<file path="config.mk">
export PLATFORM = sky130hd
export DESIGN_NAME = minmax_tracker_flat
export DESIGN_NICKNAME = d
export VERILOG_FILES = /design/src/rtl/minmax_pkg.sv /design/src/rtl/minmax_tracker_if.sv /design/src/rtl/minmax_compare.sv /design/src/rtl/minmax_tracker.sv /design/src/flat_wrapper.sv
export SDC_FILE = /design/constraint.sdc
export NUM_CORES = 1
export LEC_CHECK = 0
export CAP_MARGIN = 20
export CORE_ASPECT_RATIO = 1.1
export CORE_MARGIN = 1.5
export CORE_UTILIZATION = 35
export DETAILED_ROUTE_END_ITERATION = 8
export SLEW_MARGIN = 20
export SYNTH_ARGS = -nofsm -noshare
export SYNTH_HDL_FRONTEND = slang
export SYNTH_SLANG_ARGS = --single-unit
</file>
<file path="constraint.sdc">
create_clock -name clk -period 2.91 [get_ports clk]
set_input_delay 0.582 -clock clk [delete_from_list [all_inputs] [get_ports clk]]
set_output_delay 0.582 -clock clk [all_outputs]
set_load 0.01 [all_outputs]
</file>
<file path="src/rtl/minmax_pkg.sv">
// Shared types for the min/max tracker: the two-state frame FSM encoding.
package minmax_pkg;

    // COLLECT accepts samples of the current frame; RESULT holds the finished
    // frame's summary on the output port until the consumer takes it.
    typedef enum logic [0:0] {
        COLLECT = 1'b0,
        RESULT  = 1'b1
    } state_t;

endpackage : minmax_pkg

</file>
<file path="src/rtl/minmax_tracker_if.sv">
// Sample-in / result-out stream bundle of the min/max tracker.
// master = the side that produces samples and consumes results,
// slave  = the tracker itself.
interface minmax_tracker_if #(
    parameter int WIDTH     = 4,
    parameter int IDX_WIDTH = 4
);
    // Sample stream
    logic                 in_valid;
    logic                 in_ready;
    logic [WIDTH-1:0]     in_data;
    logic                 in_last;

    // Result stream
    logic                 out_valid;
    logic                 out_ready;
    logic [WIDTH-1:0]     out_max;
    logic [WIDTH-1:0]     out_min;
    logic [IDX_WIDTH-1:0] out_max_idx;
    logic [IDX_WIDTH-1:0] out_min_idx;
    logic [IDX_WIDTH:0]   out_count;
    logic                 out_overflow;

    modport master (
        output in_valid, in_data, in_last, out_ready,
        input  in_ready, out_valid, out_max, out_min,
               out_max_idx, out_min_idx, out_count, out_overflow
    );

    modport slave (
        input  in_valid, in_data, in_last, out_ready,
        output in_ready, out_valid, out_max, out_min,
               out_max_idx, out_min_idx, out_count, out_overflow
    );

endinterface : minmax_tracker_if

</file>
<file path="src/rtl/minmax_compare.sv">
// Combinational extreme-update decision for one incoming sample.
// Strict comparisons make ties keep the earliest index; the first sample of a
// frame always loads both extremes.
module minmax_compare #(
    parameter int WIDTH = 4
) (
    input  logic [WIDTH-1:0] sample_i,
    input  logic [WIDTH-1:0] max_i,
    input  logic [WIDTH-1:0] min_i,
    input  logic             first_i,
    output logic             take_max_o,
    output logic             take_min_o
);

    assign take_max_o = first_i || (sample_i > max_i);
    assign take_min_o = first_i || (sample_i < min_i);

endmodule : minmax_compare

</file>
<file path="src/rtl/minmax_tracker.sv">
// Streaming per-frame min/max finder: tracks max/min values, the index of their
// first occurrence and the saturating sample count, then presents the summary
// on a valid/ready result port for one frame at a time.
module minmax_tracker
    import minmax_pkg::*;
#(
    parameter int WIDTH     = 4,
    parameter int IDX_WIDTH = 4
) (
    input  logic              clk,
    input  logic              reset,
    minmax_tracker_if.slave   bus
);

    localparam int unsigned          FULL       = 2 ** IDX_WIDTH;
    localparam logic [IDX_WIDTH:0]   FULL_COUNT = FULL[IDX_WIDTH:0];
    localparam logic [IDX_WIDTH:0]   COUNT_ONE  = {{IDX_WIDTH{1'b0}}, 1'b1};
    localparam logic [IDX_WIDTH-1:0] IDX_SAT    = '1;

    state_t               state_q;
    logic                 first_q;
    logic [WIDTH-1:0]     max_q,     max_d;
    logic [WIDTH-1:0]     min_q,     min_d;
    logic [IDX_WIDTH-1:0] max_idx_q, max_idx_d;
    logic [IDX_WIDTH-1:0] min_idx_q, min_idx_d;
    logic [IDX_WIDTH:0]   count_q,   count_d;
    logic                 ovf_q,     ovf_d;

    logic                 accept;
    logic                 saturated;
    logic [IDX_WIDTH-1:0] cur_idx;
    logic                 take_max;
    logic                 take_min;

    // Handshake flags are pure decodes of the state register.
    assign bus.in_ready  = (state_q == COLLECT);
    assign bus.out_valid = (state_q == RESULT);
    assign accept        = bus.in_valid && (state_q == COLLECT);

    // Once count has reached 2**IDX_WIDTH, further samples share the last index.
    assign saturated = (count_q == FULL_COUNT);
    assign cur_idx   = first_q   ? '0
                     : saturated ? IDX_SAT
                     :             count_q[IDX_WIDTH-1:0];

    minmax_compare #(
        .WIDTH(WIDTH)
    ) u_compare (
        .sample_i  (bus.in_data),
        .max_i     (max_q),
        .min_i     (min_q),
        .first_i   (first_q),
        .take_max_o(take_max),
        .take_min_o(take_min)
    );

    // Next value of the extreme/index/count registers for an accepted sample.
    always_comb begin
        // NOTE: every output gets a default first so no path leaves it unassigned (no latch).
        max_d     = max_q;
        min_d     = min_q;
        max_idx_d = max_idx_q;
        min_idx_d = min_idx_q;
        count_d   = count_q;
        ovf_d     = ovf_q;
        if (accept) begin
            if (take_max) begin
                max_d     = bus.in_data;
                max_idx_d = cur_idx;
            end
            if (take_min) begin
                min_d     = bus.in_data;
                min_idx_d = cur_idx;
            end
            if (first_q) begin
                count_d = COUNT_ONE;
                ovf_d   = 1'b0;
            end else if (saturated) begin
                ovf_d   = 1'b1;
            end else begin
                count_d = count_q + COUNT_ONE;
            end
        end
    end

    // Frame FSM plus the datapath registers that feed the result port directly.
    always_ff @(posedge clk) begin
        // NOTE: non-blocking assignments so every register samples pre-edge values.
        if (reset) begin
            // NOTE: datapath registers are reset too because their reset values are visible on out_*.
            state_q   <= COLLECT;
            first_q   <= 1'b1;
            max_q     <= '0;
            min_q     <= '0;
            max_idx_q <= '0;
            min_idx_q <= '0;
            count_q   <= '0;
            ovf_q     <= 1'b0;
        end else begin
            max_q     <= max_d;
            min_q     <= min_d;
            max_idx_q <= max_idx_d;
            min_idx_q <= min_idx_d;
            count_q   <= count_d;
            ovf_q     <= ovf_d;
            case (state_q)
                COLLECT: begin
                    if (accept) begin
                        first_q <= 1'b0;
                        if (bus.in_last) begin
                            state_q <= RESULT;
                        end
                    end
                end
                RESULT: begin
                    if (bus.out_ready) begin
                        state_q <= COLLECT;
                        first_q <= 1'b1;
                    end
                end
                default: begin
                    state_q <= COLLECT;
                    first_q <= 1'b1;
                end
            endcase
        end
    end

    assign bus.out_max      = max_q;
    assign bus.out_min      = min_q;
    assign bus.out_max_idx  = max_idx_q;
    assign bus.out_min_idx  = min_idx_q;
    assign bus.out_count    = count_q;
    assign bus.out_overflow = ovf_q;

endmodule : minmax_tracker

</file>
<file path="src/flat_wrapper.sv">
// flat-port wrapper written by rule: the top's interface ports become plain ports
module minmax_tracker_flat import minmax_pkg::*;
#(
    parameter int WIDTH     = 4,
    parameter int IDX_WIDTH = 4
)
  (clk, reset, bus_in_valid, bus_in_data, bus_in_last, bus_out_ready, bus_in_ready, bus_out_valid, bus_out_max, bus_out_min, bus_out_max_idx, bus_out_min_idx, bus_out_count, bus_out_overflow);
  minmax_tracker_if #(.WIDTH(WIDTH), .IDX_WIDTH(IDX_WIDTH)) bus_i ();
  input  logic clk;
  input  logic reset;
  input wire logic [$bits(bus_i.in_valid)-1:0] bus_in_valid;
  input wire logic [$bits(bus_i.in_data)-1:0] bus_in_data;
  input wire logic [$bits(bus_i.in_last)-1:0] bus_in_last;
  input wire logic [$bits(bus_i.out_ready)-1:0] bus_out_ready;
  output wire logic [$bits(bus_i.in_ready)-1:0] bus_in_ready;
  output wire logic [$bits(bus_i.out_valid)-1:0] bus_out_valid;
  output wire logic [$bits(bus_i.out_max)-1:0] bus_out_max;
  output wire logic [$bits(bus_i.out_min)-1:0] bus_out_min;
  output wire logic [$bits(bus_i.out_max_idx)-1:0] bus_out_max_idx;
  output wire logic [$bits(bus_i.out_min_idx)-1:0] bus_out_min_idx;
  output wire logic [$bits(bus_i.out_count)-1:0] bus_out_count;
  output wire logic [$bits(bus_i.out_overflow)-1:0] bus_out_overflow;
  assign bus_i.in_valid = bus_in_valid;
  assign bus_i.in_data = bus_in_data;
  assign bus_i.in_last = bus_in_last;
  assign bus_i.out_ready = bus_out_ready;
  assign bus_in_ready = bus_i.in_ready;
  assign bus_out_valid = bus_i.out_valid;
  assign bus_out_max = bus_i.out_max;
  assign bus_out_min = bus_i.out_min;
  assign bus_out_max_idx = bus_i.out_max_idx;
  assign bus_out_min_idx = bus_i.out_min_idx;
  assign bus_out_count = bus_i.out_count;
  assign bus_out_overflow = bus_i.out_overflow;
  minmax_tracker #(.WIDTH(WIDTH), .IDX_WIDTH(IDX_WIDTH)) u_core (.clk(clk), .reset(reset), .bus(bus_i));
endmodule
</file>
---- Word level (Yosys, flattened, before mapping) ----
Index checks and enable logic that the tools add are counted.
word-level totals
  register bits after elaboration ......... 24
  input port bits ......................... 9
  output and inout port bits .............. 24
  logic and storage cells ................. 38
operators by class
  add/sub/neg operators ................... 1
  order comparisons ....................... 2
  eq/ne operators ......................... 4
  muxes and demuxes ....................... 13
  bitwise logic cells ..................... 1
  reduce and logical (&&, ||, !) cells .... 9
operator list
  operator               count
  $mux W5                2
  $reduce_and A2 Y1      5
  $mux W4                2
  $mux W1                7
  $add A5 B1 Y5 const B  1
  $eq A5 B5 Y1 const B   1
  $gt A4 B4 Y1           1
  $lt A4 B4 Y1           1
  $ne A2 B1 Y1 const B   2
  $pmux W1 S2            2
  $logic_or A1 B1 Y1     2
  $ne A2 B2 Y1 const B   1
  $reduce_bool A2 Y1     1
  $logic_and A1 B1 Y1    1
  $not A1 Y1             1

---- Logic depth before layout (Yosys ltp) ----
  word-level depth ........................ 4
  mapped depth ............................ 7
  gate-level depth less buffers ........... 6

---- Hierarchy ----
A second synthesis with hierarchy kept.
second synthesis, totals
  cell total of the unflattened synthesis .. 137
  area total of the unflattened synthesis .. 1209.9 um^2
by module, submodules not included
  module          times used  cells each  area each (um^2)  sequential area each (um^2)
  minmax_tracker  1           110         1014.7            480.5
  minmax_compare  1           27          195.2             0.0

---- Least setup slack after synthesis ----
OpenSTA, ideal clock, no wires.
  path type ............................... input to register
  from .................................... input port bus_in_data[1]
  to ...................................... register u_core.min_idx_q[0], in the netlist u_core.bus.out_min_idx[0]
  library setup time ...................... 0.071 ns
  arrival ................................. 1.772 ns
  required time ........................... 2.839 ns
  slack ................................... 1.067 ns
  cell stages on the path ................. 5
  path buffers ............................ 0
  path through ............................ ha_1 -> or3b_1 -> o2111a_2 -> or3_1 -> a21oi_1
on the way
  cells in the longest elaborated chain, start to end .. 3
ends and longest elaborated chain
  item                                RTL line               RTL
  start: declaration                  flat_wrapper.sv:12     input wire logic [$bits(bus_i.in_data)-1:0] bus_in_data;
  $lt A4 B4 Y1                        minmax_compare.sv:16   assign take_min_o = first_i || (sample_i < min_i);
  $logic_or A1 B1 Y1                  minmax_compare.sv:16
  $reduce_and A2 Y1 (no source line)  n/a
  end signal: assignment              minmax_tracker.sv:103  min_idx_q <= min_idx_d;
  end: declaration                    minmax_tracker.sv:25   logic [IDX_WIDTH-1:0] min_idx_q, min_idx_d;
No other way between the ends.
A chain may end at the register's enable or synchronous reset.

---- Worst setup path after layout ----
  from .................................... register u_core.count_q[0], in the netlist u_core.bus.out_count[0]
  to ...................................... register u_core.count_q[0], in the netlist u_core.bus.out_count[0]
on the way
  cells in the longest elaborated chain, start to end .. 3
  elaborated cells between the ends (all ways) .. 6
  classes of those cells .................. add/sub: 1; eq/ne: 2; mux: 2; reduce/logical: 1
ends and longest elaborated chain
  item                                                  RTL line                                    RTL
  start: declaration                                    minmax_tracker.sv:26                        logic [IDX_WIDTH:0] count_q, count_d;
  start signal: assignment                              minmax_tracker.sv:104                       count_q <= count_d;
  $add A5 B1 Y5 / $eq A5 B5 Y1 (equally long branches)  minmax_tracker.sv:81, minmax_tracker.sv:41
  $mux W5 / $ne A2 B1 Y1 (equally long branches)        n/a
  $mux W5 / $reduce_and A2 Y1 (equally long branches)   n/a
Several ways; a longest one is shown, not always the timed one. The select of a mux whose other input is x is not followed.

==> summary.txt <==
Outcome
  • Status: completed

Yosys
  • Most area-consuming cells after synthesis: dfxtp_1 (38%), ha_1 (8.9%), mux2i_1 (7.9%)
  • Mean area per synthesized cell: 8.863 um2
  • Asr flop ratio synth: 0%
  • Post-synthesis register bit count: 24
  • Leading area contributor after synthesis: dfxtp_1
  • Post-synthesis net count: between 150 and 200
  • Number of flops mapped to enable cells by yosys: 0
  • Seq/Total Area, Yosys: between 30% and 40%
  • Post-synth top flop: dfxtp_1
  • Area share of the largest cell type after synthesis: 37.91%
  • Synth Instances: 143
  • Synth cell types: 38
  • Mapped cell area: 1267 um2
  • Ys Warns: 0

Timing
  • Setup violations, final: 0
  • Final hold vios: 0
  • TNS Setup: 0 ns
  • Slew @ Worst Pin: 0.7861 ns
  • RSZ-0062 raised after global routing: false
  • Max-slew violations: 0
  • Clk_skew: about 0.0062 ns
  • Final Cycle Share: between 70% and 80%
  • Worst hold margin: approximately 0.5 ns
  • Post-route minimum period: roughly 2.3 ns
  • Slew margin rel.: 46.88%
  • F_max: 0.4373 GHz

Clock network
  • Clock root cell: clkbuf_4
  • Hold buffers post-CTS: 0
  • Htree depth: 1
  • Clock Latency Late Sink: 0.32 ns
  • Setup Fix Bufs, Post-CTS: 0
  • CTS tree: done
  • Resized cells post-CTS: 0
  • Total CTS buffers: 3
  • Clock Path Buffers: 2
  • Clock tree sinks: 24
  • CTS clk-pin slew, worst paths: 0.14 ns

Min path
  • WHS Endpoint: u_core.bus.out_max[1]$_SDFFE_PP0P_
  • WHS Path Cells: 2
  • Min-delay src: u_core.bus.out_max[1]$_SDFFE_PP0P_
  • Worst hold path type: reg -> reg

Pwr
  • Power, Total: 755.2 uW
  • Lkg Pwr: 0.0006351 uW
  • Peak VDD IR: about 0.00016 V
  • PwrDens: 444.5 nW/um2

Setup path
  • Worst path required time: 3.15 ns
  • Startpoint Class: register
  • Critical Path Sink Type: register
  • CP Class: reg -> reg
  • FF-to-FF setup slack: 0.62 ns
  • R2r worst-path depth: 7
  • Crit path DAT: 2.53 ns
  • Largest stage delay, worst path: 0.71 ns
  • Cell Chain, Critical Path: inv_1 > ha_1 > nor4bb_1 > buf_4 > nor2_1 > mux2_2 > a221oi_2
  • CP max FO: 6
  • Reg-to-reg startpoint: u_core.bus.out_count[0]$_SDFFE_PP0P_
  • R2r endpoint: u_core.bus.out_count[0]$_SDFFE_PP0P_
  • CP max stage cell: nor4bb_1

GRT
  • Largest net degree at the start of global routing: 21
  • Antenna violations before repair: 0
  • First-pass GRT wire length: ~5400 um
  • Total track usage: 17.45%
  • Vias in the first global route: approximately 1200
  • Grt ovf: 0

Floorplan
  • Starting Density: between 30% and 40%
  • Core Footprint: 3386 um2
  • Die Ht: 66.12 um
  • Rows: 22
  • DIE AREA: about 4000 um2
  • Top Ports: 33
  • Die width: roughly 60 um

Final layout
  • Layout Nets: 196
  • Antenna diodes: 0
  • Final instance area: 1699 um2
  • Finished Core Util: between 50% and 60%
  • Area Growth Syn to Fin: 34.06%
  • Share of layout cells above drive strength 1: 6.780%

Route
  • Post-route DRC: 0
  • WL/cell: about 14 um
  • Drt total wl: ~3200 um
  • Drt via density: 5.222
  • Via count: around 1200
  • Routed Antenna Nets: 0
  • Initial drt markers: 41
  • First-pass DRT Iterations: 4

Place
  • Final GP Congestion: between 0.8 and 0.9
  • PortBufs: 32
  • DP Wirelength: ~2500 um
  • Placed Area: between 1500 and 2000 um2

Run
  • Max cap viols: 0
[metrics by stage]
stage,instances,worst slack (ns)
after floorplan,143,1.067
after global placement,221,0.5124
after detailed placement,221,0.4519
after CTS,225,0.6432
after global routing,225,0.5507
final,225,0.6233
[Yosys cell counts (2+ instances only)]
cell / count
o211ai_1: 6
o21ai_0: 2
nand2_1: 18
nand2b_1: 3
nor2_1: 4
nand3b_1: 2
mux2i_1: 10
clkbuf_1: 3
nor3_1: 3
a22oi_1: 2
inv_1: 14
nor2b_1: 2
dfxtp_1: 24
a21oi_1: 11
nand3_1: 4
o2111ai_1: 2
nand4_1: 3
o32ai_1: 2
ha_1: 9
[sequential cells by signal, summed over array words and instances, names as in the netlist]
register and cells:
u_core.bus.out_count 5, u_core.first_q 1, u_core.bus.out_min_idx 4, u_core.bus.out_valid 1
u_core.bus.out_overflow 1, u_core.bus.out_max_idx 4, u_core.bus.out_max 4, u_core.bus.out_min 4
[metal layers]
metal / vias up / part of all wire, % / routed length (um) / track usage [%]
met3: 4 / 4.2 / 133 / 2.348
met2: 34 / 48 / 1527 / 30.03
met4: 0 / 0.72 / 23 / 4.167
met1: 552 / 47 / 1493 / 22.66
met5: - / 0 / 0 / 0
li1: 585 / - / - / -
[cells by family after synthesis]
| family | count (synthesis) | synth area share (%) |
|---|---|---|
| compound gates | 34 | 19.84 |
| xor+xnor | 2 | 1.382 |
| fa+ha+maj | 9 | 8.885 |
| buf+inv | 20 | 6.317 |
| flops | 24 | 37.91 |
| mux | 11 | 8.786 |
| simple gates | 43 | 16.88 |
[worst max-delay path by stage]
stage	start	depth (start not counted)	endpoint
5_1_grt	u_core.bus.out_count[0]$_SDFFE_PP0P_	6	u_core.bus.out_max_idx[0]$_SDFFE_PP0P_
6_report	u_core.bus.out_count[0]$_SDFFE_PP0P_	7	u_core.bus.out_count[0]$_SDFFE_PP0P_
3_3_place_gp	bus_in_data[1]	6	u_core.bus.out_min_idx[0]$_SDFFE_PP0P_
3_5_place_dp	bus_in_data[1]	6	u_core.bus.out_min[0]$_SDFFE_PP0P_
4_1_cts	u_core.bus.out_count[0]$_SDFFE_PP0P_	7	u_core.bus.out_count[0]$_SDFFE_PP0P_
2_1_floorplan	bus_in_data[1]	5	u_core.bus.out_min_idx[0]$_SDFFE_PP0P_
[report_power, final]
part / internal [uW] / switching [uW] / total, uW
clock: 139 / 104 / 243
combinational: 72.5 / 82.2 / 155
sequential: 343 / 14.5 / 357
total: 554 / 201 / 755
[layout by cell type (no fill, tap or decap), types with 2 or more instances in the layout]
cell,Yosys,final
o211ai_1,6,6
o32ai_1,2,2
nand3_1,4,4
nand3b_1,2,2
inv_1,14,14
nand4_1,3,3
a22oi_1,2,2
dfxtp_1,24,24
a21oi_1,11,11
nor3_1,3,3
nand2b_1,3,3
o21ai_0,2,2
ha_1,9,9
clkbuf_4,0,3
buf_4,1,3
mux2i_1,10,10
o2111ai_1,2,2
clkdlybuf4s50_1,0,32
nand2_1,18,18
nor2b_1,2,2
nor2_1,4,4
[area by class of cell]
cell class | instances | area (um2)
timing repair buffer | 35 | 342.8
sequential | 24 | 480.5
clock inverter | 1 | 30.03
multi-input combinational | 99 | 706.9
tap | 48 | 60.06
fill | 349 | 1687
clock buffer | 3 | 22.52
inverter | 15 | 56.30
[worst max-delay path, delay by kind of cell (launching register included)]
family | cells | cell delay [ns]
AND/OR/NAND/NOR | 2 | 0.76
AO/OA/AOI/OAI | 1 | 0.19
adder cells (fa/ha/maj) | 1 | 0.20
multiplexers | 1 | 0.27
buffers and inverters | 2 | 0.38
flip-flops | 1 | 0.41
No activity file was read; power rests on OpenSTA's default activity.
